$ cat src/rtl/mux_pkg.sv
`default_nettype none
// ============================================================================
// Module      : mux_pkg
// Description : Shared constants and state encoding for the 4:1 round-robin
//               packet stream multiplexer.
// Revision    : 1.0 - initial release
// ============================================================================
package mux_pkg;

  // Number of input lanes and width of a lane index
  localparam int NCH  = 4;
  localparam int SELW = 2;

  // IDLE: free to arbitrate; LOCKED: a multi-beat packet owns the output
  typedef enum logic [0:0] {
    IDLE   = 1'b0,
    LOCKED = 1'b1
  } state_t;

endpackage : mux_pkg
`default_nettype wire

$ cat src/rtl/rr_arbiter_4.sv
`default_nettype none
// ============================================================================
// Module      : rr_arbiter_4
// Description : Combinational 4-way round-robin arbiter. The search starts
//               one position after ptr and wraps, so ptr itself has the
//               lowest priority.
// Revision    : 1.0 - initial release
// ============================================================================
module rr_arbiter_4
  import mux_pkg::*;
(
  input  logic [NCH-1:0]  req,
  input  logic [SELW-1:0] ptr,
  output logic [NCH-1:0]  gnt,
  output logic [SELW-1:0] gnt_idx,
  output logic            any
);

  // Walk ptr+1, ptr+2, ptr+3, ptr (mod 4) and grant the first requester
  always_comb begin
    logic [SELW-1:0] w_idx;
    gnt     = '0;
    gnt_idx = '0;
    any     = 1'b0;
    w_idx   = '0;
    for (int i = 1; i <= NCH; i++) begin
      w_idx = ptr + SELW'(i);
      if (!any && req[w_idx]) begin
        any          = 1'b1;
        gnt_idx      = w_idx;
        gnt[w_idx]   = 1'b1;
      end
    end
  end

endmodule : rr_arbiter_4
`default_nettype wire

$ cat src/rtl/mux_4x1_rr.sv
`default_nettype none
// ============================================================================
// Module      : mux_4x1_rr
// Description : Four-lane valid/ready packet multiplexer with round-robin
//               arbitration and a registered output stage. Each output beat
//               carries its source lane in out_sel; packets are never
//               interleaved.
// Revision    : 1.0 - initial release
// ============================================================================
module mux_4x1_rr
  import mux_pkg::*;
#(
  parameter int WIDTH = 8
) (
  input  logic                 clk,
  input  logic                 rst,
  input  logic [NCH*WIDTH-1:0] in_data,
  input  logic [NCH-1:0]       in_last,
  input  logic [NCH-1:0]       in_valid,
  output logic [NCH-1:0]       in_ready,
  output logic [WIDTH-1:0]     out_data,
  output logic [SELW-1:0]      out_sel,
  output logic                 out_last,
  output logic                 out_valid,
  input  logic                 out_ready
);

  state_t            r_state;
  logic [SELW-1:0]   r_lock;
  logic [SELW-1:0]   r_ptr;
  logic [WIDTH-1:0]  r_out_data;
  logic [SELW-1:0]   r_out_sel;
  logic              r_out_last;
  logic              r_out_valid;

  logic [NCH-1:0]    w_gnt;
  logic [SELW-1:0]   w_gnt_idx;
  logic              w_any;
  logic              w_load;
  logic              w_accept;
  logic [SELW-1:0]   w_acc_idx;
  logic [WIDTH-1:0]  w_lane_data [NCH];

  // Unpack the flat input bus into per-lane words
  generate
    for (genvar g = 0; g < NCH; g++) begin : g_lane
      assign w_lane_data[g] = in_data[g*WIDTH +: WIDTH];
    end
  endgenerate

  rr_arbiter_4 u_arb (
    .req     (in_valid),
    .ptr     (r_ptr),
    .gnt     (w_gnt),
    .gnt_idx (w_gnt_idx),
    .any     (w_any)
  );

  // The output register can take a beat when it is empty or being drained
  assign w_load    = ~r_out_valid | out_ready;
  assign w_accept  = |(in_valid & in_ready);
  assign w_acc_idx = (r_state == LOCKED) ? r_lock : w_gnt_idx;

  // Ready goes only to the arbitration winner, or to the lock owner mid-packet
  always_comb begin
    in_ready = '0;
    if (w_load) begin
      if (r_state == LOCKED) begin
        in_ready[r_lock] = 1'b1;
      end else begin
        in_ready = w_gnt;
      end
    end
  end

  // FSM, lock/pointer bookkeeping and output register
  always_ff @(posedge clk or posedge rst) begin
    if (rst) begin
      r_state     <= IDLE;
      r_lock      <= '0;
      r_ptr       <= SELW'(NCH - 1);
      r_out_data  <= '0;
      r_out_sel   <= '0;
      r_out_last  <= 1'b0;
      r_out_valid <= 1'b0;
    end else if (w_load) begin
      if (w_accept) begin
        r_out_data  <= w_lane_data[w_acc_idx];
        r_out_sel   <= w_acc_idx;
        r_out_last  <= in_last[w_acc_idx];
        r_out_valid <= 1'b1;
        if (r_state == IDLE) begin
          r_ptr <= w_gnt_idx;
          if (!in_last[w_gnt_idx]) begin
            r_lock  <= w_gnt_idx;
            r_state <= LOCKED;
          end
        end else if (in_last[r_lock]) begin
          r_state <= IDLE;
        end
      end else begin
        r_out_valid <= 1'b0;
      end
    end
  end

  assign out_data  = r_out_data;
  assign out_sel   = r_out_sel;
  assign out_last  = r_out_last;
  assign out_valid = r_out_valid;

  // w_any is implied by a non-zero grant; keep it referenced for clarity
  logic w_unused;
  assign w_unused = w_any;

endmodule : mux_4x1_rr
`default_nettype wire

$ cat config.mk
export PLATFORM = sky130hd
export DESIGN_NAME = mux_4x1_rr
export DESIGN_NICKNAME = d
export VERILOG_FILES = /design/src/rtl/mux_pkg.sv /design/src/rtl/rr_arbiter_4.sv /design/src/rtl/mux_4x1_rr.sv
export SDC_FILE = /design/constraint.sdc
export NUM_CORES = 1
export LEC_CHECK = 0
export ABC_AREA = 1
export BUFFER_PORTS_ARGS = -buffer_cell sky130_fd_sc_hd__clkbuf_2
export CORE_MARGIN = 2
export CORE_UTILIZATION = 40
export CTS_CLUSTER_SIZE = 10
export DETAILED_ROUTE_END_ITERATION = 6
export GPL_TIMING_DRIVEN = 0
export PLACE_DENSITY = 0.8
export SYNTH_ARGS = -nofsm -noshare
export SYNTH_HDL_FRONTEND = slang
export SYNTH_SLANG_ARGS = --single-unit
$ cat constraint.sdc
create_clock -name clk -period 2.8 [get_ports clk]
set_clock_uncertainty 0.15 [all_clocks]
set_input_delay 0.28 -clock clk [delete_from_list [all_inputs] [get_ports clk]]
set_output_delay 0.28 -clock clk [all_outputs]
set_load 0.02 [all_outputs]
==> flow_summary.ini, run 1 <==
[outcome]
run_status = finished, final reports clean

[floorplanning]
initial_utilization_pct = 42.12
row_count = 23
core_area_sq_mm = 0.004058
dieArea_sq_mm = 0.004812
die_h_um = 69.37
design.portCount = 59
dieWidth_um = 69.37

[logic_synthesis]
synth_compound_gate_area_share_pct = 14.28
postSynthCellCount = 262
post_synth_instance_area_sq_mm = 0.001709
number_of_enable_flip_flop_cells_after_synthesis = 0
ys_types = 29
synth_top_family_by_area = simple AND/OR/NAND/NOR gates
synthesis.area_per_instance_sq_um = 6.523
synth.ff_latch_count = 17
ys_dominant_reg_cell = sky130_fd_sc_hd__dfrtp_1
synth-async-reset-ratio_pct = 100.0
multiplexer_area_fraction_after_synthesis_pct = 0
yosysWarnings = 0
synth.yosys.seq_area_share_pct = 25.04
synth_adder_area_share_pct = 5.857
synthXorXnorAreaFrac_pct = 0
synth_simple_gate_area_share_pct = 44.51
syn_nets = 313

[setup_path]
crit_required_ns = 2.80
timing.rr.end = out_data[5]
critical_path.cell_chain = clkinvlp_4 > ha_4 > inv_2 > nand3_2 > nand2_4 > nor2_4 > nand2_2 > nand2_2 > nand2_2 > nand2_2 > nand2_2 > buf_6 > buf_8 > o211ai_2 > nand2_1 > nand2_1 > nand2_1
cp-start-kind = flip-flop
setup.worst_path.class = reg -> reg
critical_path.reg2reg.startpoint = r_ptr[1]
path_buf_inv = 4
timing.critical_path.mode_cell = sky130_fd_sc_hd__nand2_2
critPathArrivalTime_ns = 2.67
crit_path_end_kind = flip-flop
delay_of_the_slowest_cell_on_the_worst_path_ns = 0.56
worst_path_max_delay_cell = sky130_fd_sc_hd__dfstp_2
crit_fanout = 10
setup.reg_to_reg.worst_slack_ns = 0.13
critPathTopFamily = simple AND/OR/NAND/NOR gates
reg2regPathDepth = 17

[worst_hold_path]
hp-start = in_data[23]
hold_path_depth = 5
hold_path_end = out_data[7]
min_path_type = in -> reg

[layout]
final_cell_mix = sky130_fd_sc_hd__nand2_1, sky130_fd_sc_hd__clkbuf_2, sky130_fd_sc_hd__inv_1
most_common_library_cell_in_the_layout_ignoring_fill_and_taps = sky130_fd_sc_hd__nand2_1
finalNetCount = 386
diodes = 0
final_layout_size_suffix_gt1_share_pct = 35.33
final_cells = 384
layout.core_utilization_pct = 56.09
layout-area-overhead-vs-synth_pct = 33.16

[placed_design]
port-buffer-count = 58
dp.final_hpwl_um = 3524
gp_routability_congestion = 0.8485
inst_count_dp = 370

[clocking]
clock_tree.root_cell = sky130_fd_sc_hd__clkbuf_8
htreeDepth = 1
clock_sinks = 17
path_clk_slew_ns = 0.07
clk-insertion-delay-late_ns = 0.25
tritoncts_clock_tree = built
cts_made_buffers = 3
cts-root-to-sink-buffers = 2

[timing]
maxClockFrequency_mhz = 374.3
final_tns_setup_ns = 0
relSlewSlack_pct = 57.99
slew_violations = 0
period_needed_ns = 2.672
hold-worst-slack_ns = 0.2100
finalHoldViolCount = 0
transition_time_at_the_pin_with_the_least_slew_margin_ns = 0.6295
layout_worst_path_cycle_share_pct = 95.41
setup_viol = 0
grt_setup_unrepaired = yes

[route]
drt_pre_antenna_iters = 4
vias_after_detailed_routing = 1942
postRouteAntennaNets = 0
route.detailed.wl_per_inst_um = 12.65
drt-initial-drc-count = 106
wirelength_um = 4856
detail_route.drc_violations = 0
detail_route.vias_per_cell = 5.057

[global_routing]
antenna_violations_before_repair = 0
via_count_of_the_first_global_routing_pass = 1829
grt_overflow = 0
grt_first_pass_wirelength_um = 8100
grt_start_max_net_pins = 18
groute.usage.overall_pct = 19.85

[flow_run]
drv_cap = 0
-- state kept, by name (all words and copies together), names as in the netlist --
signal and flops:
out_sel 2, out_last 1, r_state 1, out_valid 1, r_ptr 2, r_lock 2
out_data 8
-- area by class of cell --
class                      count  area (sq um)
fill                         378          1782
timing repair buffer          67         372.9
multi-input combinational    208          1174
inverter                      32         128.9
tap                           50         62.56
clock inverter                 1         5.005
clock buffer                   3         41.29
buffer                         6         63.81
sequential                    17         427.9
-- worst min-delay path, cell delays in order --
cell                       delay (ns)
sky130_fd_sc_hd__clkbuf_2        0.07
sky130_fd_sc_hd__o21ai_0         0.08
sky130_fd_sc_hd__nand2_1         0.06
sky130_fd_sc_hd__nand2_1         0.04
sky130_fd_sc_hd__nand2_1         0.05
-- Yosys cell counts (2+ instances only) --
master	n	share of area [%]
sky130_fd_sc_hd__nand4_1	8	2.9
sky130_fd_sc_hd__buf_4	2	0.88
sky130_fd_sc_hd__a21oi_1	5	1.5
sky130_fd_sc_hd__nand3_2	2	1.2
sky130_fd_sc_hd__inv_1	29	6.4
sky130_fd_sc_hd__buf_6	3	2.0
sky130_fd_sc_hd__nand2_4	3	2.0
sky130_fd_sc_hd__o21ai_1	3	0.88
sky130_fd_sc_hd__nand3_1	23	6.7
sky130_fd_sc_hd__nand2_1	88	19
sky130_fd_sc_hd__nor2_2	3	1.1
sky130_fd_sc_hd__o211ai_2	7	5.1
sky130_fd_sc_hd__dfstp_2	2	3.1
sky130_fd_sc_hd__nand2_2	12	4.4
sky130_fd_sc_hd__a21boi_0	2	0.88
sky130_fd_sc_hd__ha_1	8	5.9
sky130_fd_sc_hd__nor2_1	23	5.1
sky130_fd_sc_hd__dfrtp_1	15	22
sky130_fd_sc_hd__o21ai_0	14	4.1
-- logic make-up (layout without fill, tap and decap cells) --
| group | count (synthesis) | after routing |
|---|---|---|
| adder cells (fa/ha/maj) | 8 | 8 |
| AO/OA/AOI/OAI | 35 | 35 |
| buffers and inverters | 38 | 109 |
| flip-flops | 17 | 17 |
| AND/OR/NAND/NOR | 164 | 165 |
-- worst max path at each step --
stage | depth (start not counted) | start | end | slack (ns)
CTS | 17 | r_ptr[1] | out_data[2] | 0.07
global route | 18 | r_ptr[1] | out_data[5] | -0.02
finish | 17 | r_ptr[1] | out_data[5] | 0.13
global placement | 17 | r_ptr[1] | out_data[2] | -0.22
floorplan | 17 | r_ptr[1] | out_data[0] | 0.15
detailed placement | 17 | r_ptr[1] | out_data[3] | -0.25
-- stage by stage --
step	cell area, sq um	setup slack [ns]
2_1_floorplan	1709	0.1536
3_3_place_gp	2062	-0.2196
3_5_place_dp	2062	-0.2458
4_1_cts	2162	0.07109
5_1_grt	2276	-0.02030
6_report	2276	0.1284
-- routing by layer --
layer / share of wire (%) / global-route usage (%)
met3: 7.3 / 3.634
met2: 49 / 33.55
met1: 43 / 26.74
met5: 0 / 0
met4: 0.66 / 3.486
-- timing repair --
item,4_1_cts,5_1_grt
pin swaps,0,8
endpoints found under the hold margin,15,0
setup buffers,3,5
cloned,0,1
hold buffers,1,0
endpoints found under the setup margin,21,17
resized for setup,3,16
Power of run 1 is left out: the tool's default activity adds up to more than one toggle a clock period on the data nets, which glitch-free logic cannot reach.
==> run 2: changes to the inputs <==
--- a/config.mk
+++ b/config.mk
@@ -8,11 +8,11 @@
 export ABC_AREA = 1
 export BUFFER_PORTS_ARGS = -buffer_cell sky130_fd_sc_hd__clkbuf_2
 export CORE_MARGIN = 2
-export CORE_UTILIZATION = 40
+export CORE_UTILIZATION = 46
 export CTS_CLUSTER_SIZE = 10
 export DETAILED_ROUTE_END_ITERATION = 6
 export GPL_TIMING_DRIVEN = 0
-export PLACE_DENSITY = 0.8
+export PLACE_DENSITY = 0.88
 export SYNTH_ARGS = -nofsm -noshare
 export SYNTH_HDL_FRONTEND = slang
 export SYNTH_SLANG_ARGS = --single-unit
==> run 2 against run 1 <==
Via count increased by 1.1%. First-iteration DRC count increased by 20%. Hold slack got worse by 0.0048 ns. Critical endpoint is now in_ready[0]. Largest cell class unchanged.
==> flow_summary.ini, run 2 (same netlist as run 1, synthesis figures left out) <==
[route]
drt-initial-drc-count = 127
detail_route.vias_per_cell = 5.112
wirelength_um = 4881
detail_route.drc_violations = 0
postRouteAntennaNets = 0
route.detailed.wl_per_inst_um = 12.71
vias_after_detailed_routing = 1963
drt_pre_antenna_iters = 4

[clocking]
clock_tree.root_cell = sky130_fd_sc_hd__clkbuf_8
clock_sinks = 17
cts-root-to-sink-buffers = 2
cts_made_buffers = 3
tritoncts_clock_tree = built
htreeDepth = 1
clk-insertion-delay-late_ns = 0.25
path_clk_slew_ns = 0.06

[timing]
slew_violations = 0
layout_worst_path_cycle_share_pct = 97.89
final_tns_setup_ns = 0
period_needed_ns = 2.741
maxClockFrequency_mhz = 364.8
grt_setup_unrepaired = yes
finalWorstSetupSlack_ns = 0.05909
finalHoldViolCount = 0
hold-worst-slack_ns = 0.2052
transition_time_at_the_pin_with_the_least_slew_margin_ns = 0.5948
relSlewSlack_pct = 60.31
setup_viol = 0

[floorplanning]
dieWidth_um = 64.96
row_count = 22
design.portCount = 59
die_h_um = 64.96
dieArea_sq_mm = 0.004219
initial_utilization_pct = 47.40
core_area_sq_mm = 0.003606

[global_routing]
grt_first_pass_wirelength_um = 7872
grt_overflow = 0
via_count_of_the_first_global_routing_pass = 1817
grt_start_max_net_pins = 18
groute.usage.overall_pct = 23.44
antenna_violations_before_repair = 0

[setup_path]
reg2regPathDepth = 15
critPathArrivalTime_ns = 2.31
cp-start-kind = flip-flop
crit_fanout = 7
crit_required_ns = 2.37
crit_path_end_kind = output port
setup.worst_path.class = reg -> out

[outcome]
run_status = finished, final reports clean

[placed_design]
pre_cts_slack_ns = -0.2972
port-buffer-count = 58
inst_count_dp = 368
gp_routability_congestion = 0.9125
dp.final_hpwl_um = 3558

[layout]
finalNetCount = 388
most_common_library_cell_in_the_layout_ignoring_fill_and_taps = sky130_fd_sc_hd__nand2_1
diodes = 0
final_cells = 384
final_cell_mix = sky130_fd_sc_hd__nand2_1, sky130_fd_sc_hd__clkbuf_2, sky130_fd_sc_hd__inv_1
final_layout_size_suffix_gt1_share_pct = 35.71
layout-area-overhead-vs-synth_pct = 34.85
largest_reg_flops = 8

[worst_hold_path]
hold_path_depth = 5
min_path_type = in -> reg

[flow_run]
drv_cap = 0
[run 2: area by class of cell]
class	count	area [sq um]
fillers	330	1301
multi-input cells	208	1189
flip-flops and latches	17	427.9
well taps	48	60.06
clock buffers	4	45.04
plain buffers	6	68.82
inverters	32	126.4
repair buffers	69	387.9
[run 2: path summary, 6_finish.rpt]
path	start	slack, ns	to
max	r_ptr[1]	0.06	in_ready[0]
min	in_data[19]	0.21	out_data[3]
max reg2reg	r_ptr[1]	0.08	out_data[7]
min reg2reg	out_data[2]	0.33	out_data[2]
max in group asynchronous	rst	1.64	out_data[0]
min in group asynchronous	rst	0.47	out_last
[run 2: critical path, stage by stage, from the launching register on]
cell                         delay [ns]
sky130_fd_sc_hd__dfstp_2           0.58
sky130_fd_sc_hd__clkinvlp_4        0.12
sky130_fd_sc_hd__ha_4              0.28
sky130_fd_sc_hd__inv_2             0.09
sky130_fd_sc_hd__nand3_4           0.11
sky130_fd_sc_hd__nand2_8           0.15
sky130_fd_sc_hd__nor2_4            0.06
sky130_fd_sc_hd__a21oi_1           0.18
sky130_fd_sc_hd__nand4_1           0.17
sky130_fd_sc_hd__nand2_1           0.11
sky130_fd_sc_hd__nor2_1            0.04
sky130_fd_sc_hd__clkbuf_2          0.15
[run 2: metrics by stage]
stage	cell area (sq um)	utilization (%)
after CTS	2158	59.85
after global routing	2305	63.91
after detailed placement	2059	57.11
final	2305	63.91
after floorplan	1709	-
after global placement	2059	57.11
[run 2: routing by layer]
layer | part of all wire [%] | GRT usage [%] | vias up
met3 | 8.0 | 5.035 | 10
met5 | 0 | 0 | -
met4 | 1.7 | 6.117 | 0
met1 | 41 | 29.08 | 878
li1 | - | - | 989
met2 | 50 | 40.98 | 86
[run 2: timing repair]
item | CTS | global route
endpoints found under the hold margin | 15 | 0
resized for setup | 3 | 19
hold buffers | 1 | 0
setup buffers | 3 | 7
pin swaps | 0 | 12
setup endpoints to repair | 21 | 19
cloned | 0 | 1
Power of run 2 is left out for the same reason.
==> run 3: changes to the inputs <==
--- a/config.mk
+++ b/config.mk
@@ -8,11 +8,11 @@
 export ABC_AREA = 1
 export BUFFER_PORTS_ARGS = -buffer_cell sky130_fd_sc_hd__clkbuf_2
 export CORE_MARGIN = 2
-export CORE_UTILIZATION = 46
+export CORE_UTILIZATION = 50
 export CTS_CLUSTER_SIZE = 10
 export DETAILED_ROUTE_END_ITERATION = 6
 export GPL_TIMING_DRIVEN = 0
-export PLACE_DENSITY = 0.88
+export PLACE_DENSITY = 0.91
 export SYNTH_ARGS = -nofsm -noshare
 export SYNTH_HDL_FRONTEND = slang
 export SYNTH_SLANG_ARGS = --single-unit
==> constraint.sdc (replaced) <==
create_clock -name clk -period 3.4 [get_ports clk]
set_clock_uncertainty 0.15 [all_clocks]
set_input_delay 0.34 -clock clk [delete_from_list [all_inputs] [get_ports clk]]
set_output_delay 0.34 -clock clk [all_outputs]
set_load 0.02 [all_outputs]
==> run 3 against run 2 <==
Setup slack better by 0.19 ns. Sequential share of layout area grew 1.9 points. Core utilization down 0.65 points. Via count fell by 4.2%. Clock-buffer cell count fell by 1. Global-route usage is 0.13 points higher. Highest routed layer unchanged. Routed wire length decreased by 11%. Hold slack improved by 0.025 ns. Sequential cell count is the same.
==> flow_summary.ini, run 3 (same netlist as run 1, synthesis figures left out) <==
[outcome]
run_status = finished, final reports clean

[timing]
final_tns_setup_ns = 0
grt_setup_unrepaired = no
transition_time_at_the_pin_with_the_least_slew_margin_ns = 0.6214
setup_viol = 0
slew_violations = 0
relSlewSlack_pct = 58.53
period_needed_ns = 3.150
finalWorstSetupSlack_ns = 0.2499
maxClockFrequency_mhz = 317.4
layout_worst_path_cycle_share_pct = 92.65
finalHoldViolCount = 0

[clocking]
clock_tree.root_cell = sky130_fd_sc_hd__clkbuf_4
clk-insertion-delay-late_ns = 0.29
htreeDepth = 1
clock_sinks = 17
cts_made_buffers = 3
cts-root-to-sink-buffers = 2
tritoncts_clock_tree = built
postCtsResizedCells = 0
cts_setup_buffers = 0
path_clk_slew_ns = 0.10

[setup_path]
crit_required_ns = 2.91
critPathArrivalTime_ns = 2.66
crit_path_end_kind = output port
setup.worst_path.class = reg -> out
cp-start-kind = flip-flop
crit_fanout = 9

[placed_design]
port-buffer-count = 58
pre_cts_slack_ns = 0.3349
gp_routability_congestion = 0.9355
dp.final_hpwl_um = 3492

[route]
detail_route.drc_violations = 0
detail_route.vias_per_cell = 5.067
wirelength_um = 4361
vias_after_detailed_routing = 1880
drt_pre_antenna_iters = 4
drt-initial-drc-count = 112
route.detailed.wl_per_inst_um = 11.75
postRouteAntennaNets = 0

[global_routing]
antenna_violations_before_repair = 0
grt_first_pass_wirelength_um = 7665
groute.usage.overall_pct = 23.56
grt_start_max_net_pins = 18
grt_overflow = 0
via_count_of_the_first_global_routing_pass = 1814

[floorplanning]
die_h_um = 62.47
row_count = 21
dieArea_sq_mm = 0.003902
design.portCount = 59
dieWidth_um = 62.47
initial_utilization_pct = 51.63
core_area_sq_mm = 0.003311

[layout]
most_common_library_cell_in_the_layout_ignoring_fill_and_taps = sky130_fd_sc_hd__nand2_1
largest_reg_flops = 8
layout.filler_cells = 319
final_layout_size_suffix_gt1_share_pct = 31.38
final_cell_mix = sky130_fd_sc_hd__nand2_1, sky130_fd_sc_hd__clkbuf_2, sky130_fd_sc_hd__inv_1
finalNetCount = 377
diodes = 0
layout-area-overhead-vs-synth_pct = 22.55

[worst_hold_path]
min_path_type = in -> reg

[flow_run]
drv_cap = 0
[run 3: cell count changes in the layout (fill, tap and decap cells not counted), moves of 2 or more]
| cell | previous run | this run |
|---|---|---|
| sky130_fd_sc_hd__buf_4 | 9 | 2 |
| sky130_fd_sc_hd__buf_8 | 2 | 0 |
| sky130_fd_sc_hd__clkbuf_4 | 0 | 3 |
| sky130_fd_sc_hd__clkbuf_8 | 3 | 0 |
| sky130_fd_sc_hd__inv_1 | 27 | 29 |
| sky130_fd_sc_hd__nand2_1 | 85 | 88 |
| sky130_fd_sc_hd__nand3_4 | 2 | 0 |
| sky130_fd_sc_hd__nor2_2 | 1 | 3 |
| sky130_fd_sc_hd__nor2_4 | 4 | 1 |
| sky130_fd_sc_hd__o21ai_0 | 12 | 14 |
| sky130_fd_sc_hd__o21ai_1 | 5 | 3 |
[run 3: worst paths after layout]
path                       slack, ns     endpoint        start  depth (start not counted)
setup / recovery                0.25  in_ready[0]     r_ptr[1]                         11
hold / removal                  0.23  out_data[4]  in_data[20]                          5
setup reg to reg                0.29     r_ptr[0]     r_ptr[1]                         15
hold reg to reg                 0.35  out_data[3]  out_data[3]                          2
max in group asynchronous       2.20    r_lock[0]          rst                          3
min in group asynchronous       0.49   out_sel[1]          rst                          3
[run 3: per-stage QoR]
step	instance area, sq um	cells	hold WS (ns)	utilization [%]
detailed placement	2057	366	0.2742	62.13
global placement	2057	366	0.2720	62.13
global route	2095	371	0.2468	63.27
floorplan	1709	262	0.1146	-
CTS	2095	371	0.2240	63.27
finish	2095	371	0.2306	63.27
[run 3: area by class of cell]
cell class	count	area, sq um	share of cell area, %
multi-input cells	207	1105	52.75
repair buffers	59	300.3	14.34
flip-flops and latches	17	427.9	20.43
clock buffers	3	22.52	1.075
inverters	32	122.6	5.854
well taps	46	57.56	2.748
plain buffers	6	53.80	2.569
clock inverters	1	5.005	0.2389
[run 3: routing by layer]
layer / global-route usage [%] / part of all wire, % / vias up
met4: 4.722 / 1.0 / 0
met2: 41.94 / 48 / 68
met3: 4.144 / 6.4 / 6
met1: 29.92 / 44 / 839
li1: - / - / 967
met5: 0 / 0 / -
[run 3: worst max-delay path, cell delays in order (launching register included)]
cell and delay (ns):
sky130_fd_sc_hd__dfstp_2 0.64, sky130_fd_sc_hd__inv_1 0.20, sky130_fd_sc_hd__ha_1 0.42, sky130_fd_sc_hd__inv_1 0.09, sky130_fd_sc_hd__nand3_1 0.10, sky130_fd_sc_hd__nand2_2 0.12, sky130_fd_sc_hd__nor2_2 0.23, sky130_fd_sc_hd__nand3_1 0.12
sky130_fd_sc_hd__nand4_1 0.14, sky130_fd_sc_hd__nand2_1 0.06, sky130_fd_sc_hd__nor2_1 0.08, sky130_fd_sc_hd__clkbuf_2 0.17
[run 3: timing repair]
action                                  4_1_cts  5_1_grt
hold buffers                                  1        0
endpoints found under the hold margin        15        0
endpoints found under the setup margin        0        0
Power of run 3 is left out for the same reason.
